File: src/rtl/tdm_mux_scanner_pkg.sv
// Shared constants and FSM state type for the TDM scanner and the
// demultiplexer that consumes its sel/data pair.
package tdm_pkg;

  localparam int NUM_CH = 4;
  localparam int SEL_W  = 2;

  typedef enum logic {
    IDLE  = 1'b0,
    GRANT = 1'b1
  } scanState_t;

endpackage

File: src/rtl/tdm_mux_scanner_if.sv
// Channel-side inputs and demultiplexer-side outputs of the scanner.
// valid qualifies sel and data in the same cycle; there is no ready because
// the demultiplexer consumes every cycle, and data is 0 whenever valid is 0.
interface tdm_mux_scanner_if;
  import tdm_pkg::*;

  logic              en;
  logic [NUM_CH-1:0] req;
  logic [NUM_CH-1:0] ch_data;
  logic              data;
  logic [SEL_W-1:0]  sel;
  logic              valid;
  logic              slot_done;

  modport master (
    input  en, req, ch_data,
    output data, sel, valid, slot_done
  );

  modport slave (
    output en, req, ch_data,
    input  data, sel, valid, slot_done
  );
endinterface

File: src/rtl/tdm_mux_scanner_rr_arbiter_4.sv
// Combinational rotating-priority picker: searches from last+1 upward
// (mod 4) and returns the first requesting channel.
module rr_arbiter_4
  import tdm_pkg::*;
(
  input  logic [NUM_CH-1:0] req,
  input  logic [SEL_W-1:0]  last,
  output logic [SEL_W-1:0]  gnt_idx,
  output logic              any
);

  logic [SEL_W-1:0] candidate;
  logic             found;

  always_comb begin
    gnt_idx   = last;
    found     = 1'b0;
    candidate = '0;
    // The 2-bit add wraps naturally, giving the mod-4 rotation.
    for (int k = 1; k <= NUM_CH; k++) begin
      candidate = last + SEL_W'(k);
      if (!found && req[candidate]) begin
        gnt_idx = candidate;
        found   = 1'b1;
      end
    end
    any = found;
  end

endmodule

File: src/rtl/tdm_mux_scanner.sv
// Time-division scanner: grants four channels round-robin, holds each grant
// for DWELL cycles and forwards the granted channel's bit on data with sel.
module tdm_mux_scanner
  import tdm_pkg::*;
#(
  parameter  int DWELL = 4,
  localparam int CNT_W = (DWELL > 1) ? $clog2(DWELL) : 1
) (
  input  logic       clk,
  input  logic       rst_n,
  tdm_mux_scanner_if.master bus,
  output scanState_t dbgState
);

  scanState_t       state, stateNext;
  logic [SEL_W-1:0] selQ, selNext;
  logic [SEL_W-1:0] lastQ, lastNext;
  logic [CNT_W-1:0] cnt, cntNext;
  logic             dataQ, dataNext;
  logic [SEL_W-1:0] gntIdx;
  logic             anyReq;
  logic             slotEnd;

  rr_arbiter_4 u_arb (
    .req     (bus.req),
    .last    (lastQ),
    .gnt_idx (gntIdx),
    .any     (anyReq)
  );

  always_ff @(posedge clk or negedge rst_n) begin
    if (!rst_n) begin
      state <= IDLE;
      selQ  <= '0;
      lastQ <= SEL_W'(NUM_CH - 1);
      cnt   <= '0;
      dataQ <= 1'b0;
    end else begin
      state <= stateNext;
      selQ  <= selNext;
      lastQ <= lastNext;
      cnt   <= cntNext;
      dataQ <= dataNext;
    end
  end

  // A slot ends on full dwell or when its own channel withdraws the request.
  assign slotEnd = (state == GRANT) && ((cnt == '0) || !bus.req[selQ]);

  always_comb begin
    stateNext = state;
    selNext   = selQ;
    lastNext  = lastQ;
    cntNext   = cnt;
    dataNext  = 1'b0;

    if ((state == IDLE) || slotEnd) begin
      if (bus.en && anyReq) begin
        stateNext = GRANT;
        selNext   = gntIdx;
        lastNext  = gntIdx;
        cntNext   = CNT_W'(DWELL - 1);
        dataNext  = bus.ch_data[gntIdx];
      end else begin
        stateNext = IDLE;
      end
    end else begin
      cntNext  = cnt - CNT_W'(1);
      dataNext = bus.ch_data[selQ];
    end
  end

  assign bus.sel       = selQ;
  assign bus.data      = dataQ;
  assign bus.valid     = (state == GRANT);
  assign bus.slot_done = (state == GRANT) && (cnt == '0);
  assign dbgState      = state;

endmodule

File: src/flat_wrapper.sv
// flat-port wrapper written by rule: the top's interface ports become plain ports
module tdm_mux_scanner_flat import tdm_pkg::*;
#(
  parameter  int DWELL = 4,
  localparam int CNT_W = (DWELL > 1) ? $clog2(DWELL) : 1
)
  (clk, rst_n, dbgState, bus_en, bus_req, bus_ch_data, bus_data, bus_sel, bus_valid, bus_slot_done);
  tdm_mux_scanner_if bus_i ();
  input  logic clk;
  input  logic rst_n;
  output scanState_t dbgState;
  input wire logic [$bits(bus_i.en)-1:0] bus_en;
  input wire logic [$bits(bus_i.req)-1:0] bus_req;
  input wire logic [$bits(bus_i.ch_data)-1:0] bus_ch_data;
  output wire logic [$bits(bus_i.data)-1:0] bus_data;
  output wire logic [$bits(bus_i.sel)-1:0] bus_sel;
  output wire logic [$bits(bus_i.valid)-1:0] bus_valid;
  output wire logic [$bits(bus_i.slot_done)-1:0] bus_slot_done;
  assign bus_i.en = bus_en;
  assign bus_i.req = bus_req;
  assign bus_i.ch_data = bus_ch_data;
  assign bus_data = bus_i.data;
  assign bus_sel = bus_i.sel;
  assign bus_valid = bus_i.valid;
  assign bus_slot_done = bus_i.slot_done;
  tdm_mux_scanner #(.DWELL(DWELL)) u_core (.clk(clk), .rst_n(rst_n), .bus(bus_i), .dbgState(dbgState));
endmodule
File: config.mk
export PLATFORM = sky130hd
export DESIGN_NAME = tdm_mux_scanner_flat
export DESIGN_NICKNAME = d
export VERILOG_FILES = /design/src/rtl/tdm_mux_scanner_pkg.sv /design/src/rtl/tdm_mux_scanner_if.sv /design/src/rtl/tdm_mux_scanner_rr_arbiter_4.sv /design/src/rtl/tdm_mux_scanner.sv /design/src/flat_wrapper.sv
export SDC_FILE = /design/constraint.sdc
export NUM_CORES = 1
export LEC_CHECK = 0
export CORE_MARGIN = 10
export CORE_UTILIZATION = 42
export CTS_BUF_LIST = sky130_fd_sc_hd__clkbuf_2 sky130_fd_sc_hd__clkbuf_4 sky130_fd_sc_hd__clkbuf_8
export CTS_CLUSTER_DIAMETER = 120
export DETAILED_ROUTE_END_ITERATION = 8
export PLACE_DENSITY = 0.76
export SYNTH_ARGS = -nofsm -noshare
export SYNTH_HDL_FRONTEND = slang
export SYNTH_SLANG_ARGS = --single-unit
export TNS_END_PERCENT = 5
File: constraint.sdc
create_clock -name clk -period 1.55 [get_ports clk]
set_input_delay 0.31 -clock clk [delete_from_list [all_inputs] [get_ports clk]]
set_output_delay 0.31 -clock clk [all_outputs]
set_load 0.05 [all_outputs]
* Yosys cells after proc, flatten, opt, wreduce, memory -nomap -nowiden *
Cells that the tools add are included.

cells by class
  reductions and logical operators = 14
  multiplexer cells = 27
  order comparisons = 6
  bitwise operators = 1
  $add $sub $neg = 4
  equal/unequal tests = 1

operator list
  cell                 number
  $lt 2x3->1 const B   6
  $bmux 1 s2           7
  $mux 1               14
  $mux 2               6
  $logic_and 1x1->1    6
  $add 2x2->2 const B  2
  $logic_not 1->1      4
  $add 2x1->2 const B  1
  $logic_not 2->1      1
  $logic_or 1x1->1     2
  $ne 2x2->1 const B   1
  $reduce_and 2->1     1
  $sub 2x1->2 const B  1
  $not 1->1            1

word-level totals
  register bits after elaboration = 8
  logic and storage cells = 58

* Logic depth before layout (Yosys ltp) *
Gate-level depths: netlist of the first run.

  depth in word-level cells = 17
  depth in mapped cells = 7

* Cells and area by module *
From an unflattened synthesis of the first run, not the netlist that was laid out.

unflattened totals
  cell total of the unflattened synthesis = 50
  area, all modules = 564.3 sq um

modules (own cells, without submodules)
  module           area an instance (sq um)  sequential area each (sq um)  instances  cells an instance
  tdm_mux_scanner  481.7                     202.7                         1          36
  rr_arbiter_4     82.6                      0.0                           1          14

* Least setup slack after synthesis of the first run *
No wires, ideal clock.

  kind = reg2reg
  start = reg u_core.selQ[0], in the netlist u_core.bus.sel[0]
  end = reg u_core.cnt[0]
  setup time = 122 ps
  clock period less this slack = 1926 ps
  path slack = -376 ps
  required time = 1428 ps
  cell stages (with the launch flop) = 7
  arrival time = 1803 ps
  buffers on the path = 1
  cells stage by stage = dfrtp_1 mux4_2 and3b_1 buf_6 nand2b_4 nor2_1 a21oi_1

between the ends
  cells in the longest elaborated chain, start to end = 7
  elaborated cells between the ends (all ways) = 8
  classes of those cells = eq/ne: 1; mux: 3; reduce/logical: 4

ends and longest elaborated chain
  what                                                          line                   RTL
  start, declared                                               tdm_mux_scanner.sv:16  logic [SEL_W-1:0] selQ, selNext;
  start signal, assigned                                        tdm_mux_scanner.sv:40  selQ <= selNext;
  $bmux 1 s2 *                                                  tdm_mux_scanner.sv:48  assign slotEnd = (state == GRANT) && ((cnt == '0) || !bus.req[selQ]);
  $mux 1 (implied by the code) *                                tdm_mux_scanner.sv:48
  $logic_not 1->1 *                                             tdm_mux_scanner.sv:48
  $logic_or 1x1->1 *                                            tdm_mux_scanner.sv:48
  $logic_and 1x1->1 *                                           tdm_mux_scanner.sv:48
  $logic_or 1x1->1 *                                            tdm_mux_scanner.sv:57  if ((state == IDLE) || slotEnd) begin
  $ne 2x2->1 (no source line) / $mux 2 (equally long branches)  --
  end signal, assigned                                          tdm_mux_scanner.sv:42  cnt <= cntNext;
  end, declared                                                 tdm_mux_scanner.sv:18  logic [CNT_W-1:0] cnt, cntNext;

Every way passes the cells marked *; elsewhere a longest branch is shown, timed or not. The select of a mux whose other input is x is not followed.
A chain may end at the register's enable or synchronous reset.

* Worst setup path in the final report of the first run *
Same ends and word-level chain as after synthesis.

==> flow_summary_export.csv, run 1 <==
group,metric,value,unit
pwr,p_switching,728,µW
final_layout,layout.cells.non_filler,104,
setup_path,cp_num_buf_inv,0,
sta,min_period_over_period,1.03,
synthesis,synth-seq-cells,8,
run,cap_violations,0,
detailed_routing,drt_iter0_markers,15,
setup_path,crit_family,"simple AND/OR/NAND/NOR gates",
detailed_routing,drt_wl_total,1.59,mm
sta,period_needed,1.60,ns
die,die_w,56.5,µm
setup_path,path_cells,"mux4_2 -> and3b_2 -> nand2b_4 -> nor2_2 -> a21oi_1",
cts,clkTransAtPathRegs,0.06,ns
setup_path,required,1.69,ns
final_layout,antennaDiodeCount,0,
detailed_routing,route.vias.total,544,
pwr,p_total,1740,µW
global_routing,overflow,0,
pwr,powerDensity,1840,mW/mm²
placed_design,hpwl,1.29,mm
setup_path,crit_slowest_cell,"mux4_2",
synthesis,synth_area,558,µm²
sta,rsz0062_at_grt,"yes",
synthesis,synth_adder_area_share,0.0224,
min_path,hold_class,"in2async",
cts,cts_hold_buf,0,
synthesis,yosys.area_share.simple,0.296,
sta,fmax,626,MHz
setup_path,worstSetupStartpoint,"u_core.bus.sel[0]$_DFFE_PN0P_",
synthesis,synthXorXnorAreaFrac,0,
die,core,0.00127,mm²
final_layout,area_growth,69.3,%
setup_path,critPathLaunchType,"register",
synthesis,muxShareOfSynthArea,0.0874,
synthesis,avgSynthCellArea,9.96,µm²
sta,tightest_slew,0.358,ns
synthesis,syn-num-nets,68,
setup_path,path_max_fanout,6,
sta,slew_violations,0,
status,violations,"setup timing",
setup_path,crit_type,"reg2reg",
cts,clock_sinks,8,
pwr,p_comb_frac,0.661,
synthesis,synth-warning-count,0,
global_routing,grt_pass1_vias,593,
synthesis,ys_types,28,
placed_design,port_buffers,16,
cts,tritoncts,"done",
synthesis,yosysSeqAreaShare,0.363,
pwr,p_clk_frac,0.106,
sta,relSlewSlack,0.761,
setup_path,worstPathArrival,1.74,ns
global_routing,grt_usage,0.104,
cts,clk_latency,0.25,ns
sta,clock_skew,0.0120,ns
die,io_pins,17,
cts,numCtsBuffers,3,
global_routing,grt_pass1_wl,2.74,mm
status,status,"complete, but fails checks",
pwr,switching_share,0.418,
pwr,peakVddDrop,0.00135,V
cts,post_cts_buffers,0,
die,die_h,56.5,µm
detailed_routing,dr.pass1.iters,4,
synthesis,synth_top_family_by_area,"simple AND/OR/NAND/NOR gates",
pwr,seq_power_share,0.233,
final_layout,final_nets,102,
synthesis,synthCells,56,
sta,hold_viol,0,
detailed_routing,routedWlPerCell,15.3,µm
cts,h-tree-depth,1,
placed_design,dp.cells,100,
setup_path,cpPeakStageDelay,0.50,ns
sta,setup_total_negative_slack,-0.171,ns
detailed_routing,ant_nets,0,
setup_path,worstReg2RegStart,"u_core.bus.sel[0]$_DFFE_PN0P_",
sta,finalSetupViolations,6,
pwr,total_leakage_power,0.000428,µW
die,rows,13,
cts,clock_path_buffers,2,
global_routing,grt_max_degree,9,
cts,cts-root-buf,"clkbuf_4",
pwr,internal_power,1010,µW
die,start_util,0.440,
detailed_routing,vias_per_cell,5.23,
final_layout,drive_gt1_frac,0.449,
setup_path,end_kind,"register",
die,die_area,0.00319,mm²
detailed_routing,drc,0,
synthesis,synth_compound_area_frac,0.170,
placed_design,gp_congestion,0.830,
global_routing,antenna_found_initial,0,
sta,fin_ws,-0.0483,ns
power groups by stage:
| stage | Sequential [µW] | Combinational (µW) | Clock (µW) |
|---|---|---|---|
| 6_report | 405 | 1150 | 185 |
| 4_1_cts | 399 | 1120 | 191 |
| 3_5_place_dp | 402 | 1100 | 0 |
| 5_1_grt | 415 | 1230 | 211 |
| 3_3_place_gp | 397 | 1080 | 0 |
| 2_1_floorplan | 554 | 434 | 0 |
cell usage after synthesis, drive strengths merged:
master,count,area (µm²)
nor2,9,50.1
o21ai,8,40.0
dfrtp,6,150
inv,4,15.0
nand3,4,20.0
nor2b,3,18.8
a21oi,2,10.0
buf,2,18.8
dfstp,2,52.6
mux4,2,48.8
nor3,2,15.0
a32o,1,10.0
and2,1,6.26
and2b,1,7.51
and3b,1,8.76
ha,1,12.5
nand2,1,3.75
nand2b,1,13.8
nand3b,1,7.51
nor3b,1,7.51
o21a,1,7.51
o41ai,1,27.5
or3,1,6.26
cell usage in the layout (no fill, tap or decap), types with 2 or more instances in the layout:
master	n
buf_4	15
nand3_1	4
dfstp_2	2
o21ai_0	7
dlygate4sd2_1	4
inv_1	4
nor2b_1	3
clkbuf_4	4
nor2_1	7
dfrtp_1	5
buf_12	6
clkdlybuf4s50_1	6
area by class of cell:
| class | instances | area [µm²] |
|---|---|---|
| clock buffer | 4 | 30.0 |
| fill | 98 | 324 |
| inverter | 4 | 15.0 |
| multi-input combinational | 42 | 349 |
| sequential | 8 | 204 |
| tap | 15 | 18.8 |
| timing repair buffer | 31 | 328 |
cell families after synthesis:
family                   count (synthesis)
AO/OA/AOI/OAI                           13
flip-flops                               8
AND/OR/NAND/NOR                         26
adder cells (fa/ha/maj)                  1
multiplexers                             2
buffers and inverters                    6
registers in the layout, indices dropped and copies added, names as in the netlist:
signal            count
u_core.bus.valid      1
u_core.cnt            2
u_core.bus.data       1
u_core.bus.sel        2
u_core.lastQ          2
path summary, 6_finish.rpt:
kind,end,slack [ns],depth (start not counted)
worst max-delay path,u_core.cnt[0]$_DFFE_PN0P_,-0.05,5
worst min-delay path,u_core.cnt[1]$_DFFE_PN0P_,0.33,1
worst max register to register,u_core.cnt[0]$_DFFE_PN0P_,-0.05,5
worst min register to register,u_core.cnt[0]$_DFFE_PN0P_,0.48,1
max in group asynchronous,u_core.lastQ[0]$_DFFE_PN1P_,0.90,1
min in group clk,u_core.cnt[0]$_DFFE_PN0P_,0.48,1
what timing repair did:
action | in CTS | in global routing
endpoints found under the hold margin | 0 | 0
gates cloned | 0 | 0
pin swaps | 5 | 2
resized for setup | 7 | 5
setup endpoints to repair | 8 | 8
layer usage:
metal  routed length, µm  GRT usage
met5                   0          0
met4                  29     0.0825
met3                  71     0.0180
met2                 833      0.176
met1                 659      0.111
stage by stage:
| step | util | area, µm² | setup WS, ns | hold slack [ns] |
|---|---|---|---|---|
| 2_1_floorplan | - | 559 | -0.214 | 0.0144 |
| 3_3_place_gp | 0.703 | 892 | -0.422 | 0.452 |
| 3_5_place_dp | 0.703 | 892 | -0.451 | 0.458 |
| 4_1_cts | 0.732 | 928 | -0.0422 | 0.332 |
| 5_1_grt | 0.745 | 945 | -0.116 | 0.332 |
| 6_report | 0.745 | 945 | -0.0483 | 0.330 |
(Power assumes the default switching activity.)
==> inputs of run 2 (changes only) <==
- ABC_AREA: unset -> 1
- CORE_UTILIZATION: 42 -> 44
==> run 2 against run 1 <==
The flow still finishes with violations (setup timing). Die area is 7.6% higher. Clock skew is 0.0025 ns lower. Wire length is 5.5% higher. Sequential power is 21% higher. Worst hold slack worse by 0.0092 ns. Via count is 25% higher. Sequential share of layout area hardly changed. Sequential cell count stayed put. Global-route usage is 0.55 points lower.
==> flow_summary_export.csv, run 2 <==
group,metric,value,unit
pwr,p_clk_frac,0.082,
status,status,"complete, but fails checks",
pwr,p_switching,1180,µW
run,cap_violations,0,
final_layout,drive_gt1_frac,0.345,
cts,cts-root-buf,"clkbuf_4",
die,io_pins,17,
synthesis,async_flop_share,1.00,
setup_path,worstPathArrival,1.79,ns
detailed_routing,dr.pass1.iters,4,
sta,tightest_slew,0.341,ns
detailed_routing,route.vias.total,679,
sta,clock_skew,0.00949,ns
pwr,p_comb_frac,0.703,
setup_path,end_kind,"register",
pwr,total_leakage_power,0.000474,µW
die,core,0.00135,mm²
final_layout,final_nets,132,
synthesis,synth.most_common_cell,"nand2_1",
status,violations,"setup timing",
min_path,hold_class,"in2async",
placed_design,port_buffers,16,
detailed_routing,ant_nets,0,
synthesis,yosysTopAreaCellShare,0.229,
cts,tritoncts,"done",
global_routing,grt_pass1_wl,2.75,mm
cts,cts_hold_buf,0,
cts,numCtsBuffers,3,
sta,fmax,627,MHz
cts,clock_path_buffers,2,
detailed_routing,vias_per_cell,5.07,
global_routing,grt_usage,0.0989,
die,die_h,58.6,µm
synthesis,synth_common_cells,"nand2_1, inv_1, nand2_2, nand3_1, o21ai_0",
setup_path,critPathLaunchType,"register",
placed_design,gp_congestion,0.918,
synthesis,yosysTopAreaCell,"dfrtp_1",
setup_path,path_max_fanout,8,
global_routing,grt_max_degree,9,
detailed_routing,drc,0,
die,rows,13,
synthesis,ys.flop_type,"dfrtp_1",
sta,min_period_over_period,1.03,
pwr,peakVddDrop,0.00151,V
sta,relSlewSlack,0.772,
detailed_routing,routedWlPerCell,12.6,µm
die,die_w,58.6,µm
setup_path,crit_type,"reg2reg",
final_layout,antennaDiodeCount,0,
sta,period_needed,1.59,ns
synthesis,synth-seq-cells,8,
synthesis,ys_types,22,
final_layout,area_growth,44.2,%
cts,clock_sinks,8,
setup_path,reg2reg_depth,10,
cts,clk_latency,0.25,ns
setup_path,required,1.74,ns
pwr,internal_power,1100,µW
sta,fin_ws,-0.0438,ns
sta,hold_viol,0,
synthesis,synth_edf_count,0,
sta,rsz0062_at_grt,"yes",
synthesis,avgSynthCellArea,6.68,µm²
synthesis,yosys-top-cells-area,"dfrtp_1, nand2_1, dfstp_2",
global_routing,grt_pass1_vias,629,
placed_design,hpwl,1.37,mm
sta,finalSetupViolations,2,
placed_design,pre_cts_ws,-0.211,ns
global_routing,overflow,0,
cts,clkTransAtPathRegs,0.06,ns
detailed_routing,drt_iter0_markers,14,
final_layout,fin_util,0.699,
pwr,switching_share,0.516,
final_layout,layout_commonest_cell,"nand2_1",
synthesis,synthCells,98,
pwr,seq_power_share,0.214,
synthesis,syn-num-nets,110,
synthesis,synth_area,654,µm²
die,start_util,0.485,
sta,slew_violations,0,
placed_design,placed_cell_area,878,µm²
final_layout,layout_common_cells,"nand2_1, nand2_2, clkdlybuf4s50_1",
detailed_routing,drt_wl_total,1.68,mm
pwr,powerDensity,2420,mW/mm²
global_routing,antenna_found_initial,0,
synthesis,yosysSeqAreaShare,0.310,
die,die_area,0.00343,mm²
final_layout,fin_area,943,µm²
cts,h-tree-depth,1,
synthesis,synth-warning-count,0,
-- run 2: cell count changes after synthesis, moves of 2 or more --
cell,change
inv_2,+3
nor2b_1,-3
nand2_1,+35
nand3_1,+4
nor2_1,-5
nand2_2,+8
nand3_2,+2
inv_1,+4
nor2_4,+2
-- run 2: logic make-up after synthesis --
group | after synthesis | share of synthesized area
and+or+nand+nor | 60 | 0.436
buffers and inverters | 15 | 0.115
AOI/OAI and AO/OA | 14 | 0.120
DFF | 8 | 0.310
adders and majority gates | 1 | 0.0191
-- run 2: critical path, cell delays in order (launching register included) --
cell and delay (ns):
dfstp_2 0.66, nand2_2 0.09, nand2_2 0.10, nor2_2 0.04
nand2_1 0.07, nand2_2 0.07, nor2_4 0.21, nand3_2 0.12
nand2_1 0.07, nand2_1 0.04, nand2_1 0.06
-- run 2: layout make-up --
class,instances,area [µm²]
clock buffer,4,30.0
fill,114,407
inverter,13,56.3
multi-input combinational,75,404
sequential,8,204
tap,15,18.8
timing repair buffer,19,230
-- run 2: per-stage QoR --
| step | total power, µW | hold slack, ns | TNS [ns] | instances |
|---|---|---|---|---|
| after floorplan | 1490 | 0.0144 | 0 | 98 |
| after global placement | 1970 | 0.508 | -0.786 | 129 |
| after detailed placement | 2000 | 0.516 | -1.11 | 129 |
| after CTS | 2190 | 0.325 | 0 | 133 |
| after global routing | 2460 | 0.334 | -0.365 | 134 |
| final | 2280 | 0.321 | -0.0770 | 134 |
-- run 2: power groups by stage --
stage / combinational (µW) / sequential [µW] / clock, µW
after floorplan: 891 / 599 / 0
after global placement: 1480 / 481 / 0
after detailed placement: 1510 / 484 / 0
after CTS: 1520 / 483 / 190
after global routing: 1740 / 504 / 213
final: 1610 / 489 / 188
-- run 2: repair_timing --
item                       CTS  global route
buffers inserted             0             1
setup endpoints to repair    0             7
resized for setup            0            10
-- run 2: worst paths after layout --
path                                                   from                          end  slack [ns]
worst max-delay path            u_core.lastQ[0]$_DFFE_PN1P_    u_core.bus.data$_DFF_PN0_       -0.04
worst min-delay path                                  rst_n    u_core.cnt[1]$_DFFE_PN0P_        0.32
worst max register to register  u_core.lastQ[0]$_DFFE_PN1P_    u_core.bus.data$_DFF_PN0_       -0.04
worst min register to register    u_core.cnt[0]$_DFFE_PN0P_    u_core.cnt[0]$_DFFE_PN0P_        0.53
max in group asynchronous                             rst_n  u_core.lastQ[0]$_DFFE_PN1P_        0.92
min in group clk                  u_core.cnt[0]$_DFFE_PN0P_    u_core.cnt[0]$_DFFE_PN0P_        0.53
-- run 2: metal layers --
| layer | up-vias | part of all wire | global-route usage |
|---|---|---|---|
| met2 | 22 | 0.52 | 0.168 |
| met3 | 4 | 0.051 | 0.0258 |
| met1 | 299 | 0.41 | 0.114 |
| li1 | 354 | - | - |
| met4 | 0 | 0.014 | 0.0403 |
| met5 | - | 0 | 0 |
